[config.mk]
export PLATFORM = sky130hd
export DESIGN_NAME = reg16_access_master
export DESIGN_NICKNAME = d
export VERILOG_FILES = /design/src/rtl/reg16_pkg.sv /design/src/rtl/reg16_access_master_sat_counter.sv /design/src/rtl/reg16_access_master.sv
export SDC_FILE = /design/constraint.sdc
export NUM_CORES = 1
export LEC_CHECK = 0
export CORE_UTILIZATION = 49
export DETAILED_ROUTE_END_ITERATION = 10
export MAX_ROUTING_LAYER = met4
export PLACE_DENSITY = 0.81
export RECOVER_POWER = 25
export SLEW_MARGIN = 10
export SYNTH_ARGS = -nofsm -noshare
export SYNTH_HDL_FRONTEND = slang
export SYNTH_SLANG_ARGS = --single-unit
export TNS_END_PERCENT = 30
[constraint.sdc]
create_clock -name clk -period 3.3 [get_ports clk]
set_input_delay 0.825 -clock clk [delete_from_list [all_inputs] [get_ports clk]]
set_output_delay 0.825 -clock clk [all_outputs]
set_load 0.005 [all_outputs]
[src/rtl/reg16_pkg.sv]
// Shared encodings for the 16-bit storage register access master.
// Holds the host op codes, the FSM states and the default data width.
package reg16_pkg;

    localparam int unsigned DATA_W_DEF = 16;

    typedef enum logic [1:0] {
        OP_READ    = 2'b00,
        OP_WRITE   = 2'b01,
        OP_WVERIFY = 2'b10,
        OP_ILLEGAL = 2'b11
    } op_e;

    typedef enum logic [2:0] {
        ST_IDLE,
        ST_WR,
        ST_RD_ISSUE,
        ST_RD_WAIT,
        ST_RESP
    } state_e;

endpackage

[src/rtl/reg16_access_master_sat_counter.sv]
// Saturating up-counter with synchronous active-high reset.
// It sticks at all-ones instead of wrapping.
module sat_counter #(
    parameter int unsigned W = 8
) (
    input  logic         clk,
    input  logic         reset,
    input  logic         inc,
    output logic [W-1:0] count
);

    always_ff @(posedge clk) begin
        if (reset) begin
            count <= '0;
        end else if (inc && (count != '1)) begin
            count <= count + W'(1);
        end
    end

endmodule

[src/rtl/reg16_access_master.sv]
// Host-command initiator for one single-register storage element (in / read_write / out).
// It sequences writes and reads, captures readback data and returns data and status.
module reg16_access_master
    import reg16_pkg::*;
#(
    parameter int unsigned DATA_W   = DATA_W_DEF,
    parameter int unsigned READ_LAT = 1,
    parameter int unsigned ERR_W    = 8
) (
    input  logic              clk,
    input  logic              reset,
    input  logic              cmd_valid,
    output logic              cmd_ready,
    input  logic [1:0]        cmd_op,
    input  logic [DATA_W-1:0] cmd_wdata,
    output logic              resp_valid,
    input  logic              resp_ready,
    output logic [DATA_W-1:0] resp_data,
    output logic              resp_err,
    output logic [ERR_W-1:0]  err_cnt,
    output logic [DATA_W-1:0] reg_in,
    output logic              reg_rw,
    input  logic [DATA_W-1:0] reg_out
);

    localparam int unsigned CNT_W = $clog2(READ_LAT + 1);

    state_e            state, state_d;
    op_e               op_q, op_d;
    logic [DATA_W-1:0] wdata_q, wdata_d;
    logic [CNT_W-1:0]  cnt_q, cnt_d;
    logic [DATA_W-1:0] resp_data_d;
    logic              resp_err_d;
    logic              err_inc;
    logic              accept;

    assign cmd_ready  = (state == ST_IDLE) && !reset;
    assign accept     = cmd_valid && cmd_ready;
    assign resp_valid = (state == ST_RESP);

    always_ff @(posedge clk) begin
        if (reset) begin
            state <= ST_IDLE;
        end else begin
            state <= state_d;
        end
    end

    always_comb begin
        state_d     = state;
        op_d        = op_q;
        wdata_d     = wdata_q;
        cnt_d       = cnt_q;
        resp_data_d = resp_data;
        resp_err_d  = resp_err;
        err_inc     = 1'b0;
        unique case (state)
            ST_IDLE: begin
                if (accept) begin
                    op_d    = op_e'(cmd_op);
                    wdata_d = cmd_wdata;
                    case (op_e'(cmd_op))
                        OP_READ:              state_d = ST_RD_ISSUE;
                        OP_WRITE, OP_WVERIFY: state_d = ST_WR;
                        default: begin
                            state_d     = ST_RESP;
                            resp_data_d = '0;
                            resp_err_d  = 1'b1;
                        end
                    endcase
                end
            end
            ST_WR: begin
                if (op_q == OP_WRITE) begin
                    state_d     = ST_RESP;
                    resp_data_d = wdata_q;
                    resp_err_d  = 1'b0;
                end else begin
                    state_d = ST_RD_ISSUE;
                end
            end
            ST_RD_ISSUE: begin
                state_d = ST_RD_WAIT;
                cnt_d   = CNT_W'(READ_LAT);
            end
            ST_RD_WAIT: begin
                // reg_out is valid on the last wait cycle; capture at its closing edge
                if (cnt_q == CNT_W'(1)) begin
                    state_d     = ST_RESP;
                    resp_data_d = reg_out;
                    if (op_q == OP_WVERIFY) begin
                        resp_err_d = (reg_out != wdata_q);
                        err_inc    = (reg_out != wdata_q);
                    end else begin
                        resp_err_d = 1'b0;
                    end
                end else begin
                    cnt_d = cnt_q - CNT_W'(1);
                end
            end
            ST_RESP: begin
                if (resp_ready) begin
                    state_d = ST_IDLE;
                end
            end
            default: state_d = ST_IDLE;
        endcase
    end

    // Storage strobes are registered from the next state so reg_rw is high exactly during WR
    always_ff @(posedge clk) begin
        if (reset) begin
            op_q      <= OP_READ;
            wdata_q   <= '0;
            cnt_q     <= '0;
            resp_data <= '0;
            resp_err  <= 1'b0;
            reg_rw    <= 1'b0;
            reg_in    <= '0;
        end else begin
            op_q      <= op_d;
            wdata_q   <= wdata_d;
            cnt_q     <= cnt_d;
            resp_data <= resp_data_d;
            resp_err  <= resp_err_d;
            reg_rw    <= (state_d == ST_WR);
            if (state_d == ST_WR) begin
                reg_in <= wdata_d;
            end
        end
    end

    sat_counter #(
        .W(ERR_W)
    ) u_err_cnt (
        .clk  (clk),
        .reset(reset),
        .inc  (err_inc),
        .count(err_cnt)
    );

endmodule

==> impl_metrics.json <==
{
  "status": "finished, final reports clean",
  "rsz0062_at_grt": "false",
  "cpLargestDelayFamily": "buffers and inverters",
  "path_buf_inv": 2,
  "synth_edf_count": 0,
  "placedCellCount": 478,
  "die_w_um": 81.5,
  "yosys.cell_count.top_type": "dfxtp_1",
  "vias": 2619,
  "clock-sinks": 64,
  "reg2reg_depth": 6,
  "setup_viol": 0,
  "final.setup_skew_ns": 0.00590,
  "hpwl_um": 5190,
  "cts_buffers": 9,
  "drtPass1Iterations": 4,
  "io_pins": 82,
  "finalHoldViolCount": 0,
  "synthFlopType": "dfxtp_1",
  "clk_latency_ns": 0.33,
  "netlist.area_leader.share_pct": 41.4,
  "hold_path.class": "flip-flop to flip-flop",
  "synth_common_cells": "dfxtp_1, nor2_1, nand2_1, mux2i_1, nor2b_1",
  "rr_startpoint": "state[1]",
  "fin_cells": 493,
  "n_antenna_cell": 0,
  "drc": 0,
  "worst_slew_pin_slew_ns": 1.25,
  "leakage_nw": 1.49,
  "clk_pin_slew_ns": 0.07,
  "initial_core_util_pct": 51.7,
  "cts_resized": 0,
  "drive_gt1_share_pct": 10.0,
  "synth_area_um2": 3100,
  "hold_start": "resp_data[14]",
  "ir_drop_mv": 0.216,
  "startpoint": "cmd_op[0]",
  "path_class": "primary input to flip-flop",
  "critPathMaxStageDelay_ns": 0.43,
  "port_buffers": 81,
  "syn-num-nets": 379,
  "worstReg2RegEnd": "reg_in[8]",
  "grt_pass1_wl_um": 11600,
  "crit_end": "reg_in[8]",
  "p_per_area_nw_per_um2": 406,
  "wire_per_inst_um": 14.8,
  "core.rowCount": 28,
  "grt_start_max_net_pins": 68,
  "clockBufferDepth": 2,
  "setup_ws_ns": 0.749,
  "syn_avg_cell_area_um2": 9.16,
  "final_max_slew_viol_count": 0,
  "track_usage_pct": 24.2,
  "syn2layout_area_growth_pct": 31.4,
  "drtIter0Drc": 100,
  "yosys.area.top_type": "dfxtp_1",
  "yosysWarnings": 0,
  "slew_headroom_pct": 16.9,
  "slowest_stage": "clkdlybuf4s50_1",
  "p_total_mw": 1.65,
  "crit_chain": "clkdlybuf4s50_1 > ha_1 > nor3_1 > a21oi_1 > a2bb2oi_2 > a2111o_1 > buf_4 > mux2_4",
  "cp-end-kind": "flip-flop",
  "overflow": 0,
  "dp_slack_ns": 0.409,
  "grt_pass1_vias": 2489,
  "synthCells": 338,
  "rrSetupSlack_ns": 1.22,
  "gp_congestion": 0.850,
  "finalCritPeriodShare_pct": 77.3,
  "routed_wl_um": 7310,
  "crit_fanout": 17,
  "max_freq_ghz": 0.392,
  "fin_nets": 455,
  "ys_ff_latch": 64,
  "worstPathRequired_ns": 3.52,
  "worstSetupPathDepth": 8,
  "period_minus_slack_ns": 2.55,
  "ant_nets": 0,
  "antenna_found_initial": 0,
  "cts.hold.buffers_added": 0,
  "cts_setup_buffers": 0,
  "drv_cap": 0,
  "async_reset_ff_share_pct": 0,
  "avgViaCountPerCell": 5.31,
  "tritoncts": "done",
  "synthTopCellsByArea": "dfxtp_1, mux2i_1, nor2_1",
  "die_y_um": 81.5,
  "yosysSeqAreaShare_pct": 41.4,
  "synth.distinct_cells": 40,
  "tns_ns": 0,
  "critPathLaunchType": "primary input",
  "htree_levels": 3,
  "clockRootBuffer": "clkbuf_8",
  "fp.dieArea_um2": 6640,
  "worstPathArrival_ns": 2.77,
  "core_area_um2": 5990
}
cells by family after synthesis:
logic type               after synthesis  share of synthesized area (%)
flip-flops                            64                           41.4
AO/OA/AOI/OAI                         36                           6.91
AND/OR/NAND/NOR                      139                           22.3
adder cells (fa/ha/maj)                3                           1.21
multiplexers                          52                           18.7
buffers and inverters                 28                           5.01
XOR/XNOR                              16                           4.53
cell usage in the layout (no fill, tap or decap), types with 6 or more instances in the layout:
cell,synthesis,routed
a21oi_1,21,21
buf_4,2,6
clkbuf_8,0,9
clkdlybuf4s50_1,0,73
dfxtp_1,64,64
dlygate4sd3_1,0,7
mux2_2,10,10
mux2_4,9,9
mux2i_1,33,33
nand2_1,36,36
nand3_1,6,6
nor2_1,43,43
nor2b_1,24,24
xnor2_1,16,16
worst reg2reg max path, cell delays in order, from the launching register on:
cell and delay (ns):
dfxtp_1 0.53, nor2b_1 0.23, a21oi_1 0.10, a2bb2oi_2 0.15
a2111o_1 0.40, buf_4 0.24, mux2_4 0.33
registers in the layout (all words and copies together) (netlist names):
name	flops
reg_rw	1
reg_in	16
u_err_cnt.count	8
state	3
resp_data	16
wdata_q	16
resp_err	1
cnt_q	1
op_q	2
per-stage QoR:
stage	cell area [um2]	hold WS, ns	util, %
global placement	3920	0.476	65.4
global route	4070	0.520	67.9
floorplan	3100	0.463	-
CTS	4070	0.502	68.0
finish	4070	0.497	67.9
detailed placement	3920	0.486	65.4
where the power goes:
group / internal [mW] / leakage, nW / total [mW] / switching, mW
clock: 0.265 / 0.0789 / 0.557 / 0.292
combinational: 0.139 / 0.892 / 0.267 / 0.128
sequential: 0.799 / 0.518 / 0.829 / 0.0301
total: 1.20 / 1.49 / 1.65 / 0.450
worst min path at each step:
| stage | to | depth (start not counted) |
|---|---|---|
| finish | resp_data[14] | 2 |
| global placement | resp_data[4] | 2 |
| CTS | resp_data[6] | 2 |
| detailed placement | resp_data[6] | 2 |
| global route | wdata_q[3] | 2 |
| floorplan | op_q[0] | 2 |
metal layers:
layer	part of all wire, %	GRT usage (%)	vias up
li1	-	-	1287
met1	44	30.2	1225
met2	49	38.6	91
met3	5.6	3.78	16
met4	1.7	10.4	0
met5	0	-	-
cell type report:
| type | instances | area [um2] |
|---|---|---|
| Fill cell | 465 | 1920 |
| Multi-Input combinational cell | 246 | 1670 |
| Sequential cell | 64 | 1280 |
| Timing Repair Buffer | 88 | 855 |
| Clock buffer | 11 | 131 |
| Tap cell | 75 | 93.8 |
| Clock inverter | 4 | 22.5 |
| Inverter | 5 | 18.8 |
Power figures use the tool's default switching activity.
